--- src/rtl/reg_intercon_pkg.sv ---
`default_nettype none
`timescale 1ns/1ps
// +-----------------------------------------------------------------------+
// | Module   : reg_intercon_pkg                                           |
// | Purpose  : Shared types and constants for the register interconnect.  |
// |            FSM state encoding, error cause codes, error read data     |
// |            pattern and an index-width helper.                         |
// | Ports    : none (package)                                             |
// | Revision : 1.0 - initial release                                      |
// +-----------------------------------------------------------------------+
package reg_intercon_pkg;

   typedef enum logic [0:0] {
      IDLE = 1'b0,
      WAIT = 1'b1
   } state_e;

   typedef enum logic [1:0] {
      CAUSE_NONE    = 2'd0,
      CAUSE_DECODE  = 2'd1,
      CAUSE_TIMEOUT = 2'd2,
      CAUSE_SLAVE   = 2'd3
   } cause_e;

   // Wide enough for any practical data width; users take [DW-1:0].
   localparam logic [1023:0] ERR_RDATA = '1;

   // Bits needed to hold an index 0..n-1 (never less than one bit).
   function automatic int idx_width(input int n);
      return (n > 1) ? $clog2(n) : 1;
   endfunction

endpackage
`default_nettype wire

--- src/rtl/reg_addr_decode.sv ---
`default_nettype none
`timescale 1ns/1ps
// +-----------------------------------------------------------------------+
// | Module   : reg_addr_decode                                            |
// | Purpose  : Combinational BASE/MASK address matcher with lowest-index  |
// |            priority. Only the low DECODE_BITS address bits take part. |
// | Ports    : addr_i  - byte address to decode                          |
// |            match_o - one-hot winning slave (zero on miss)             |
// |            idx_o   - index of winning slave                           |
// |            hit_o   - at least one slave matched                       |
// | Revision : 1.0 - initial release                                      |
// +-----------------------------------------------------------------------+
module reg_addr_decode
   import reg_intercon_pkg::*;
#(
   parameter int                   NSLAVE      = 4,
   parameter int                   AW          = 32,
   parameter int                   DECODE_BITS = 30,
   parameter logic [NSLAVE*AW-1:0] BASE        = '0,
   parameter logic [NSLAVE*AW-1:0] MASK        = '0,
   parameter int                   IW          = idx_width(NSLAVE)
) (
   input  logic [AW-1:0]     addr_i,
   output logic [NSLAVE-1:0] match_o,
   output logic [IW-1:0]     idx_o,
   output logic              hit_o
);

   logic [AW-1:0]     dec_mask;
   logic [NSLAVE-1:0] raw;

   for (genvar b = 0; b < AW; b++) begin : g_dmask
      assign dec_mask[b] = (b < DECODE_BITS);
   end

   for (genvar i = 0; i < NSLAVE; i++) begin : g_match
      assign raw[i] = ~|((addr_i ^ BASE[i*AW +: AW]) & MASK[i*AW +: AW] & dec_mask);
   end

   // Isolate the lowest set bit so overlapping windows resolve to one slave.
   assign match_o = raw & ~(raw - NSLAVE'(1));
   assign hit_o   = |raw;

   always_comb begin
      idx_o = '0;
      for (int i = NSLAVE - 1; i >= 0; i--) begin
         if (raw[i]) begin
            idx_o = IW'(i);
         end
      end
   end

endmodule
`default_nettype wire

--- src/rtl/reg_intercon.sv ---
`default_nettype none
`timescale 1ns/1ps
// +-----------------------------------------------------------------------+
// | Module   : reg_intercon                                               |
// | Purpose  : Single-master, N-slave register interconnect. Decodes and  |
// |            latches a bridge request, forwards it to one slave, waits  |
// |            for the ack with a timeout, and records error status.      |
// | Ports    : clk, rstn                    - clock, async low reset     |
// |            out_req/wr/addr/wstrb/wdata  - master request             |
// |            out_ack/err/rdata            - master completion          |
// |            s_req/ack/err/rdata          - per-slave handshake        |
// |            s_addr/wdata/wstrb/wr        - shared latched request     |
// |            err_clr, err_cause/addr/count - error status              |
// | Revision : 1.0 - initial release                                      |
// +-----------------------------------------------------------------------+
module reg_intercon
   import reg_intercon_pkg::*;
#(
   parameter int                   NSLAVE      = 4,
   parameter int                   AW          = 32,
   parameter int                   DW          = 32,
   parameter int                   DECODE_BITS = 30,
   parameter logic [NSLAVE*AW-1:0] BASE        = {NSLAVE{32'h0}},
   parameter logic [NSLAVE*AW-1:0] MASK        = {NSLAVE{32'h3FFFFF00}},
   parameter int                   TIMEOUT     = 1024
) (
   input  logic                 clk,
   input  logic                 rstn,
   input  logic                 out_req,
   input  logic                 out_wr,
   input  logic [AW-1:0]        out_addr,
   input  logic [DW/8-1:0]      out_wstrb,
   input  logic [DW-1:0]        out_wdata,
   output logic                 out_ack,
   output logic                 out_err,
   output logic [DW-1:0]        out_rdata,
   output logic [NSLAVE-1:0]    s_req,
   input  logic [NSLAVE-1:0]    s_ack,
   input  logic [NSLAVE-1:0]    s_err,
   input  logic [NSLAVE*DW-1:0] s_rdata,
   output logic [AW-1:0]        s_addr,
   output logic [DW-1:0]        s_wdata,
   output logic [DW/8-1:0]      s_wstrb,
   output logic                 s_wr,
   input  logic                 err_clr,
   output logic [1:0]           err_cause,
   output logic [AW-1:0]        err_addr,
   output logic [15:0]          err_count
);

   localparam int IW = idx_width(NSLAVE);
   localparam int TW = idx_width(TIMEOUT);

   state_e              state_q;
   logic [IW-1:0]       sel_q;
   logic [TW-1:0]       timer_q;
   logic [NSLAVE-1:0]   s_req_q;
   logic [AW-1:0]       s_addr_q;
   logic [DW-1:0]       s_wdata_q;
   logic [DW/8-1:0]     s_wstrb_q;
   logic                s_wr_q;
   logic                out_ack_q;
   logic                out_err_q;
   logic [DW-1:0]       out_rdata_q;
   cause_e              err_cause_q;
   logic [AW-1:0]       err_addr_q;
   logic [15:0]         err_count_q;

   logic [NSLAVE-1:0]   dec_match;
   logic [IW-1:0]       dec_idx;
   logic                dec_hit;
   logic                sel_ack;
   logic                sel_err;
   logic [DW-1:0]       sel_rdata;
   logic                timeout_fire;
   logic                err_evt_d;
   cause_e              err_cause_d;
   logic [AW-1:0]       err_addr_d;

   reg_addr_decode #(
      .NSLAVE      (NSLAVE),
      .AW          (AW),
      .DECODE_BITS (DECODE_BITS),
      .BASE        (BASE),
      .MASK        (MASK),
      .IW          (IW)
   ) u_decode (
      .addr_i  (out_addr),
      .match_o (dec_match),
      .idx_o   (dec_idx),
      .hit_o   (dec_hit)
   );

   // Only the selected slave's handshake is looked at; stray acks drop out here.
   assign sel_ack   = s_ack[sel_q];
   assign sel_err   = s_err[sel_q];
   assign sel_rdata = s_rdata[sel_q*DW +: DW];

   // Timer reads k in the k-th cycle after s_req, so firing at TIMEOUT-1
   // places out_ack exactly TIMEOUT cycles after the s_req cycle.
   assign timeout_fire = (TIMEOUT != 0) && (timer_q == TW'(TIMEOUT - 1));

   always_comb begin
      err_evt_d   = 1'b0;
      err_cause_d = CAUSE_NONE;
      err_addr_d  = s_addr_q;
      case (state_q)
         IDLE: begin
            if (out_req && !dec_hit) begin
               err_evt_d   = 1'b1;
               err_cause_d = CAUSE_DECODE;
               err_addr_d  = out_addr;
            end
         end
         WAIT: begin
            if (sel_ack) begin
               if (sel_err) begin
                  err_evt_d   = 1'b1;
                  err_cause_d = CAUSE_SLAVE;
               end
            end else if (timeout_fire) begin
               err_evt_d   = 1'b1;
               err_cause_d = CAUSE_TIMEOUT;
            end
         end
         default: ;
      endcase
   end

   always_ff @(posedge clk or negedge rstn) begin
      if (!rstn) begin
         state_q     <= IDLE;
         sel_q       <= '0;
         timer_q     <= '0;
         s_req_q     <= '0;
         s_addr_q    <= '0;
         s_wdata_q   <= '0;
         s_wstrb_q   <= '0;
         s_wr_q      <= 1'b0;
         out_ack_q   <= 1'b0;
         out_err_q   <= 1'b0;
         out_rdata_q <= '0;
      end else begin
         out_ack_q <= 1'b0;
         s_req_q   <= '0;
         case (state_q)
            IDLE: begin
               if (out_req) begin
                  if (dec_hit) begin
                     s_addr_q  <= out_addr;
                     s_wdata_q <= out_wdata;
                     s_wstrb_q <= out_wstrb;
                     s_wr_q    <= out_wr;
                     sel_q     <= dec_idx;
                     timer_q   <= '0;
                     s_req_q   <= dec_match;
                     state_q   <= WAIT;
                  end else begin
                     out_ack_q   <= 1'b1;
                     out_err_q   <= 1'b1;
                     out_rdata_q <= ERR_RDATA[DW-1:0];
                  end
               end
            end
            WAIT: begin
               if (sel_ack) begin
                  out_ack_q   <= 1'b1;
                  out_err_q   <= sel_err;
                  out_rdata_q <= sel_rdata;
                  state_q     <= IDLE;
               end else if (timeout_fire) begin
                  out_ack_q   <= 1'b1;
                  out_err_q   <= 1'b1;
                  out_rdata_q <= ERR_RDATA[DW-1:0];
                  state_q     <= IDLE;
               end else begin
                  timer_q <= timer_q + TW'(1);
               end
            end
            default: state_q <= IDLE;
         endcase
      end
   end

   // A new error takes precedence over a coincident clear, restarting the count at 1.
   always_ff @(posedge clk or negedge rstn) begin
      if (!rstn) begin
         err_cause_q <= CAUSE_NONE;
         err_addr_q  <= '0;
         err_count_q <= '0;
      end else if (err_evt_d) begin
         err_cause_q <= err_cause_d;
         err_addr_q  <= err_addr_d;
         if (err_clr) begin
            err_count_q <= 16'd1;
         end else if (err_count_q != 16'hFFFF) begin
            err_count_q <= err_count_q + 16'd1;
         end
      end else if (err_clr) begin
         err_cause_q <= CAUSE_NONE;
         err_addr_q  <= '0;
         err_count_q <= '0;
      end
   end

   assign out_ack   = out_ack_q;
   assign out_err   = out_err_q;
   assign out_rdata = out_rdata_q;
   assign s_req     = s_req_q;
   assign s_addr    = s_addr_q;
   assign s_wdata   = s_wdata_q;
   assign s_wstrb   = s_wstrb_q;
   assign s_wr      = s_wr_q;
   assign err_cause = err_cause_q;
   assign err_addr  = err_addr_q;
   assign err_count = err_count_q;

endmodule
`default_nettype wire
--- config.mk ---
export PLATFORM = sky130hd
export DESIGN_NAME = reg_intercon
export DESIGN_NICKNAME = d
export VERILOG_FILES = /design/src/rtl/reg_intercon_pkg.sv /design/src/rtl/reg_addr_decode.sv /design/src/rtl/reg_intercon.sv
export SDC_FILE = /design/constraint.sdc
export NUM_CORES = 1
export LEC_CHECK = 0
export ABC_AREA = 0
export BUFFER_PORTS_ARGS = -buffer_cell sky130_fd_sc_hd__buf_2
export CAP_MARGIN = 5
export CORE_ASPECT_RATIO = 1.1
export CORE_MARGIN = 3
export CORE_UTILIZATION = 43
export DETAILED_ROUTE_END_ITERATION = 8
export PLACE_DENSITY = 0.77
export REMOVE_ABC_BUFFERS = 1
export SYNTH_ARGS = -nofsm -noshare
export SYNTH_HDL_FRONTEND = slang
export SYNTH_HIERARCHICAL = 1
export SYNTH_SLANG_ARGS = --single-unit
--- constraint.sdc ---
create_clock -name clk -period 2.2 [get_ports clk]
set_clock_uncertainty 0.15 [all_clocks]
set_input_delay 0.55 -clock clk [delete_from_list [all_inputs] [get_ports clk]]
set_output_delay 0.55 -clock clk [all_outputs]
set_load 0.03 [all_outputs]
==> out/qor.yml, run 1 <==
ys_top_cells_by_area: "dfrtp_1 53%, nand2_1 12%, mux4_2 9.5%"
die_x_um: 137
fin_nets: 1400
synthArstFlopShare_pct: 100
r2r_cells: 7
drc: 0
violations: "negative setup slack"
r2r_slack_ns: -0.12
synthAdderAreaFrac_pct: 0.310
place.gp.congestion: 0.898
routed_wl_um: 25700
hold_viol: 0
critical_path_class: "reg2reg"
synth-xor-area-share_pct: 0.759
synth-seq-area-share_pct: 52.6
hp-class: "in2reg"
crit_family: "multiplexers"
synth-edff-count: 0
cp.depth: 7
cp-start-kind: "flip-flop"
outcome: "complete, but fails checks"
clkSinkCount: 170
cts.reportedPaths.clkPinSlew_ns: 0.07
via_per_inst: 5.39
postPlaceCellArea_um2: 10600
final-setup-viol-count: 49
synth.area.mux_share_pct: 9.88
wire_per_inst_um: 17.8
grt_max_degree: 56
cpPeakStageDelay_ns: 0.57
arrival_ns: 2.46
grt_antenna_before_repair: 2
tritoncts: "done"
end_kind: "flip-flop"
p_leak_nw: 5.72
worst_pin_slew_ns: 0.533
dr.pass1.iters: 5
rsz0062_at_grt: "true"
worst_slack_ns: -0.116
core_region_area_um2: 18100
num_io_pins: 366
path_max_fanout: 9
max-cap-violations: 0
dr.first_iter.drc_count: 462
drv_slew: 0
yosysUniqueCellTypes: 46
io_buffers: 365
synth_top_area_share_pct: 52.6
dieArea_um2: 20500
cts_max_level: 4
finish.instance_area_um2: 11500
power_density_nw_per_um2: 600
fp.dieH_um: 150
path_buf_inv: 2
grt_pass1_vias: 7463
crit_start: "sel_q[0]$_DFFE_PN0P_"
syn2layout_area_growth_pct: 42.4
hpwl_um: 18100
r2r_end: "err_addr[14]$_DFFE_PN0P_"
crit_end: "err_addr[14]$_DFFE_PN0P_"
yosysWarnings: 6
dp.cells: 1396
grt_use_total_pct: 23.5
netlist_area_um2: 8080
critical-path-slowest-cell: "mux4_2"
cts-buffers-inserted: 17
final.period_utilization_pct: 105
grt_first_pass_wirelength_um: 38000
max_freq_ghz: 0.432
fin_cells: 1442
gr-total-overflow: 0
ant_nets: 0
cts_root_buf: "clkbuf_16"
synth-simple-area-share_pct: 22.0
clk_path_buf_depth: 2
r2r-start: "sel_q[0]$_DFFE_PN0P_"
ys_seq_elements: 170
max_slew_margin_pct: 64.5
path_cells: "mux4_2 -> buf_6 -> nand4b_1 -> a21o_4 -> clkbuf_16 -> nand4b_1 -> o211ai_1"
avgSynthCellArea_um2: 10.3
critPathRequiredTime_ns: 2.35
synth-compound-area-share_pct: 9.34
p_total_mw: 6.91
ys.flop_type: "dfrtp_1"
num_rows: 51
syn_inst: 785
vdd_drop_max_mv: 0.500
path_common_cell: "nand4b_1"
worstSkewPairLatency_ns: 0.42
vias: 7771
synth_top_family_by_area: "simple AND/OR/NAND/NOR gates"
finalCriticalPeriod_ns: 2.32
synth_top_area_cell: "dfrtp_1"
initial_core_util_pct: 44.7
layout-drive-gt1-share_pct: 44.5
[power by group]
group / switching, mW / leakage (nW) / internal [mW]
clock: 1.36 / 0.275 / 1.61
combinational: 0.402 / 3.30 / 0.337
sequential: 0.0304 / 2.15 / 3.18
total: 1.79 / 5.72 / 5.12
[registers in the layout (all words and copies together) (netlist names), 2 cells and up]
register,count
err_cause,2
s_wstrb,4
out_rdata,32
s_wdata,32
err_addr,32
s_addr,32
timer_q,10
err_count,16
s_req,4
sel_q,2
[logic make-up after synthesis]
kind of cell | Yosys count
compound gates | 99
xor+xnor | 7
fa+ha+maj | 2
buf+inv | 97
flops | 170
mux | 37
other cells | 1
simple gates | 372
[through the flow]
| stage | util [%] | setup slack (ns) | TNS, ns | hold slack (ns) |
|---|---|---|---|---|
| 2_1_floorplan | - | -1.67 | -225.28 | 0.104 |
| 3_3_place_gp | 58.7 | -0.483 | -64.74 | 0.303 |
| 3_5_place_dp | 58.7 | -0.590 | -72.91 | 0.307 |
| 4_1_cts | 62.3 | -0.0888 | -0.870 | 0.138 |
| 5_1_grt | 63.7 | -0.158 | -6.38 | 0.139 |
| 6_report | 63.7 | -0.116 | -2.93 | 0.159 |
[worst reg2reg max path, stage by stage (launching register included)]
cell	delay, ns
dfrtp_2	0.40
mux4_2	0.57
buf_6	0.17
nand4b_1	0.19
a21o_4	0.31
clkbuf_16	0.19
nand4b_1	0.10
o211ai_1	0.11
[worst min path at each step]
stage	slack, ns	from	cells past startpoint	to
after floorplan	0.10	rstn	0	err_addr[0]$_DFFE_PN0P_
after global placement	0.30	s_wdata[9]$_DFFE_PN0P_	2	s_wdata[9]$_DFFE_PN0P_
after detailed placement	0.31	s_wstrb[0]$_DFFE_PN0P_	2	s_wstrb[0]$_DFFE_PN0P_
after CTS	0.14	out_wdata[18]	3	s_wdata[18]$_DFFE_PN0P_
after global routing	0.14	out_wdata[22]	3	s_wdata[22]$_DFFE_PN0P_
final	0.16	out_wdata[18]	3	s_wdata[18]$_DFFE_PN0P_
[per-layer routing]
metal / vias up / global-route usage (%) / part of all wire [%]
met3: 75 / 4.74 / 7.0
li1: 3555 / - / -
met2: 371 / 40.4 / 52
met5: - / 0 / 0
met1: 3770 / 28.6 / 38
met4: 0 / 9.88 / 3.4
[layout make-up]
class | count | area [um2]
Fill cell | 1425 | 6550
Sequential cell | 170 | 4260
Multi-Input combinational cell | 522 | 3550
Timing Repair Buffer | 443 | 2690
Clock buffer | 17 | 425
Tap cell | 238 | 298
Clock inverter | 15 | 154
Inverter | 35 | 131
Antenna cell | 2 | 5.00
[synthesized netlist by cell type, types with 2 or more instances]
master / number
nand3_1: 16
o211ai_1: 32
buf_1: 7
inv_1: 34
and2_1: 5
clkbuf_1: 43
o21ai_0: 7
nor2_1: 10
or4b_1: 2
nand4_1: 10
buf_6: 2
a21oi_1: 11
nand4b_1: 33
mux2_2: 2
o31ai_1: 8
nand3b_1: 2
buf_4: 6
ha_1: 2
nor4_1: 6
o22a_1: 32
or4_1: 10
nand2_1: 257
dfrtp_1: 170
buf_2: 3
and4_1: 4
nor4_2: 2
and3_1: 4
nor2b_1: 5
a21o_1: 2
mux4_2: 34
nand2b_1: 3
o41ai_1: 2
xor2_1: 6
[placed cells by master, fill, tap and decap left out, drive strengths merged, types with 11 or more instances in the layout]
| master | n |
|---|---|
| mux4 | 34 |
| o211ai | 32 |
| nand2 | 257 |
| o22a | 32 |
| nand3 | 16 |
| buf | 437 |
| clkbuf | 22 |
| nand4b | 33 |
| inv | 43 |
| a21oi | 11 |
| dfrtp | 170 |
[what timing repair did]
item                                   CTS  global route
pin swaps                               15            23
setup endpoints to repair               50           135
hold buffers                             1             0
endpoints found under the hold margin   32             0
gates resized for setup                 12            18
buffers inserted                         1             3
gates cloned                             0             7
Power figures use the tool's default switching activity.
==> run 2: changes to the inputs <==
--- a/config.mk
+++ b/config.mk
@@ -8,12 +8,12 @@
 export ABC_AREA = 0
 export BUFFER_PORTS_ARGS = -buffer_cell sky130_fd_sc_hd__buf_2
 export CAP_MARGIN = 5
-export CORE_ASPECT_RATIO = 1.1
-export CORE_MARGIN = 3
-export CORE_UTILIZATION = 43
+export CORE_AREA = 3 3 142 144
 export DETAILED_ROUTE_END_ITERATION = 8
-export PLACE_DENSITY = 0.77
+export DIE_AREA = 0 0 145 147
+export PLACE_DENSITY = 0.73
 export REMOVE_ABC_BUFFERS = 1
+export SETUP_SLACK_MARGIN = 0.1
 export SYNTH_ARGS = -nofsm -noshare
 export SYNTH_HDL_FRONTEND = slang
 export SYNTH_HIERARCHICAL = 1
==> constraint.sdc (replaced) <==
create_clock -name clk -period 2.4 [get_ports clk]
set_clock_uncertainty 0.15 [all_clocks]
set_input_delay 0.6 -clock clk [delete_from_list [all_inputs] [get_ports clk]]
set_output_delay 0.6 -clock clk [all_outputs]
set_load 0.03 [all_outputs]
==> run 2 against run 1 <==
The flow now finishes without violations; sequential share of layout area down 0.90 points; critical path depth did not move; die area up 4.1%; register-to-register slack improved by 0.20 ns; clock-buffer cell count rose by 1; core utilization fell by 1.1 points; critical endpoint is now err_addr[16]$_DFFE_PN0P_; largest power group unchanged.
==> out/qor.yml, run 2 (synthesis gave the netlist of run 1 again) <==
grt_pass1_vias: 7639  # was 7463
path_buf_inv: 2  # unchanged
layout-drive-gt1-share_pct: 45.8  # was 44.5%
grt_antenna_before_repair: 2  # unchanged
max-cap-violations: 0  # unchanged
gr-total-overflow: 0  # unchanged
initial_core_util_pct: 42.9  # was 44.7%
hold_start: "out_wdata[3]"  # was out_wdata[18]
die_x_um: 145  # was 137 um
postPlaceCellArea_um2: 10600  # about the same
critical_path_class: "reg2reg"  # unchanged
power_density_nw_per_um2: 543  # was 600 nW/um2
cpPeakStageDelay_ns: 0.59  # was 0.57 ns
io_buffers: 365  # unchanged
num_io_pins: 366  # unchanged
tritoncts: "done"  # unchanged
multi_input_area_um2: 3680  # was 3550 um2
p_int_mw: 4.80  # was 5.12 mW
p_comb_share_pct: 11.0  # was 10.7%
path_cells: "mux4_2 -> buf_6 -> nand4b_1 -> a21o_4 -> clkbuf_16 -> nand4b_1 -> o211ai_1"  # unchanged
grt_first_pass_wirelength_um: 39500  # was 38000 um
worst_pin_slew_ns: 0.547  # was 0.533 ns
hpwl_um: 18200  # was 18100 um
hold_viol: 0  # unchanged
path_common_cell: "nand4b_1"  # unchanged
arrival_ns: 2.44  # was 2.46 ns
finalCriticalPeriod_ns: 2.31  # was 2.32 ns
ant_nets: 0  # unchanged
fin_nets: 1405  # was 1400
final.period_utilization_pct: 96.4  # was 105%
clk_path_buf_depth: 2  # unchanged
outcome: "complete, no violations"  # was complete, but fails checks
power_frac_clock_pct: 43.0  # was 42.9%
via_per_inst: 5.16  # was 5.39
p_leak_nw: 5.82  # was 5.72 nW
drv_slew: 0  # unchanged
cp-start-kind: "flip-flop"  # unchanged
fin_util_pct: 62.6  # was 63.7%
dr.pass1.iters: 5  # unchanged
drc: 0  # unchanged
dieArea_um2: 21300  # was 20500 um2
fp.dieH_um: 147  # was 150 um
critical-path-slowest-cell: "mux4_2"  # unchanged
cts_max_level: 4  # unchanged
num-fill-cells: 1568  # was 1425
clkSinkCount: 170  # unchanged
end_kind: "flip-flop"  # unchanged
worstSkewPairLatency_ns: 0.42  # about the same
core_region_area_um2: 18800  # was 18100 um2
final-setup-viol-count: 0  # was 49
dr.first_iter.drc_count: 332  # was 462
grt_use_total_pct: 22.9  # was 23.5%
routed_wl_um: 25800  # was 25700 um
cts.reportedPaths.clkPinSlew_ns: 0.07  # about the same
final_cell_mix: "361 x buf_2, 257 x nand2_1, 169 x dfrtp_1"  # was 363 x buf_2, 257 x nand2_1, 169 x dfrtp_1
hp-class: "in2reg"  # unchanged
finish.instance_area_um2: 11800  # was 11500 um2
syn2layout_area_growth_pct: 46.0  # was 42.4%
p_sw_mw: 1.60  # was 1.79 mW
cts_root_buf: "clkbuf_16"  # unchanged
crit_start: "sel_q[0]$_DFFE_PN0P_"  # unchanged
vdd_drop_max_mv: 0.462  # was 0.500 mV
max_freq_ghz: 0.432  # about the same
crit_family: "multiplexers"  # unchanged
rsz0062_at_grt: "true"  # unchanged
num_rows: 50  # was 51
vias: 7574  # was 7771
layout_commonest_cell: "buf_2"  # unchanged
place.gp.congestion: 0.842  # was 0.898
r2r-start: "sel_q[0]$_DFFE_PN0P_"  # unchanged
cts-buffers-inserted: 17  # unchanged
switching_share_pct: 25.0  # was 25.9%
wire_per_inst_um: 17.5  # was 17.8 um
critPathRequiredTime_ns: 2.53  # was 2.35 ns
max_slew_margin_pct: 63.6  # was 64.5%
path_max_fanout: 9  # unchanged
seq_power_share_pct: 46.0  # was 46.4%
regArea_um2: 4260  # unchanged
grt_max_degree: 55  # was 56
run 2: worst paths after layout:
path	end	slack, ns	cells past startpoint
worst max register to register	err_addr[16]$_DFFE_PN0P_	0.09	7
worst min-delay path	s_wdata[3]$_DFFE_PN0P_	0.22	3
worst min register to register	s_wr$_DFFE_PN0P_	0.32	2
max in group asynchronous	sel_q[0]$_DFFE_PN0P_	1.02	3
min in group asynchronous	err_count[9]$_DFFE_PN0P_	0.50	2
worst max-delay path	err_addr[16]$_DFFE_PN0P_	0.09	7
run 2: area by class of cell:
type,count,area share [%]
flip-flops and latches,170,36.1
multi-input cells,523,31.2
repair buffers,447,23.8
clock buffers,18,3.64
well taps,260,2.76
clock inverters,14,1.38
inverters,35,1.11
diodes,2,0.0424
run 2: stage by stage:
| stage | hold slack, ns | instances | worst slack, ns | total power [mW] | setup TNS [ns] |
|---|---|---|---|---|---|
| floorplan | 0.154 | 727 | -1.47 | 3.24 | -195.87 |
| global placement | 0.304 | 1413 | -0.355 | 3.64 | -45.97 |
| detailed placement | 0.306 | 1413 | -0.370 | 3.66 | -50.55 |
| CTS | 0.202 | 1451 | 0.0760 | 6.43 | 0 |
| global route | 0.204 | 1469 | 0.0182 | 6.66 | 0 |
| finish | 0.220 | 1469 | 0.0873 | 6.41 | 0 |
run 2: repair_timing:
action                                  4_1_cts  5_1_grt
gates resized for setup                       6       48
setup buffers                                 4        6
endpoints found under the setup margin       14      115
hold buffers                                  1        0
pin swaps                                     8       33
gates cloned                                  1       10
hold endpoints to repair                     32        0
run 2: worst reg2reg max path, cell delays in order, from the launching register on:
cell       delay [ns]
dfrtp_2          0.40
mux4_2           0.59
buf_6            0.17
nand4b_1         0.18
a21o_4           0.30
clkbuf_16        0.19
nand4b_1         0.09
o211ai_1         0.11
run 2: power groups by stage:
| stage | clock network [mW] | registers, mW | logic, mW |
|---|---|---|---|
| 5_1_grt | 2.95 | 2.95 | 0.763 |
| 2_1_floorplan | 0 | 3.09 | 0.145 |
| 3_5_place_dp | 0 | 3.00 | 0.655 |
| 3_3_place_gp | 0 | 3.00 | 0.647 |
| 6_report | 2.76 | 2.95 | 0.703 |
| 4_1_cts | 2.82 | 2.94 | 0.668 |
run 2: layer usage:
| layer | track usage [%] | up-vias | wire [um] |
|---|---|---|---|
| met5 | 0 | - | 0 |
| met2 | 39.9 | 278 | 13300 |
| li1 | - | 3564 | - |
| met1 | 28.1 | 3690 | 10100 |
| met3 | 5.61 | 42 | 1580 |
| met4 | 8.12 | 0 | 712 |
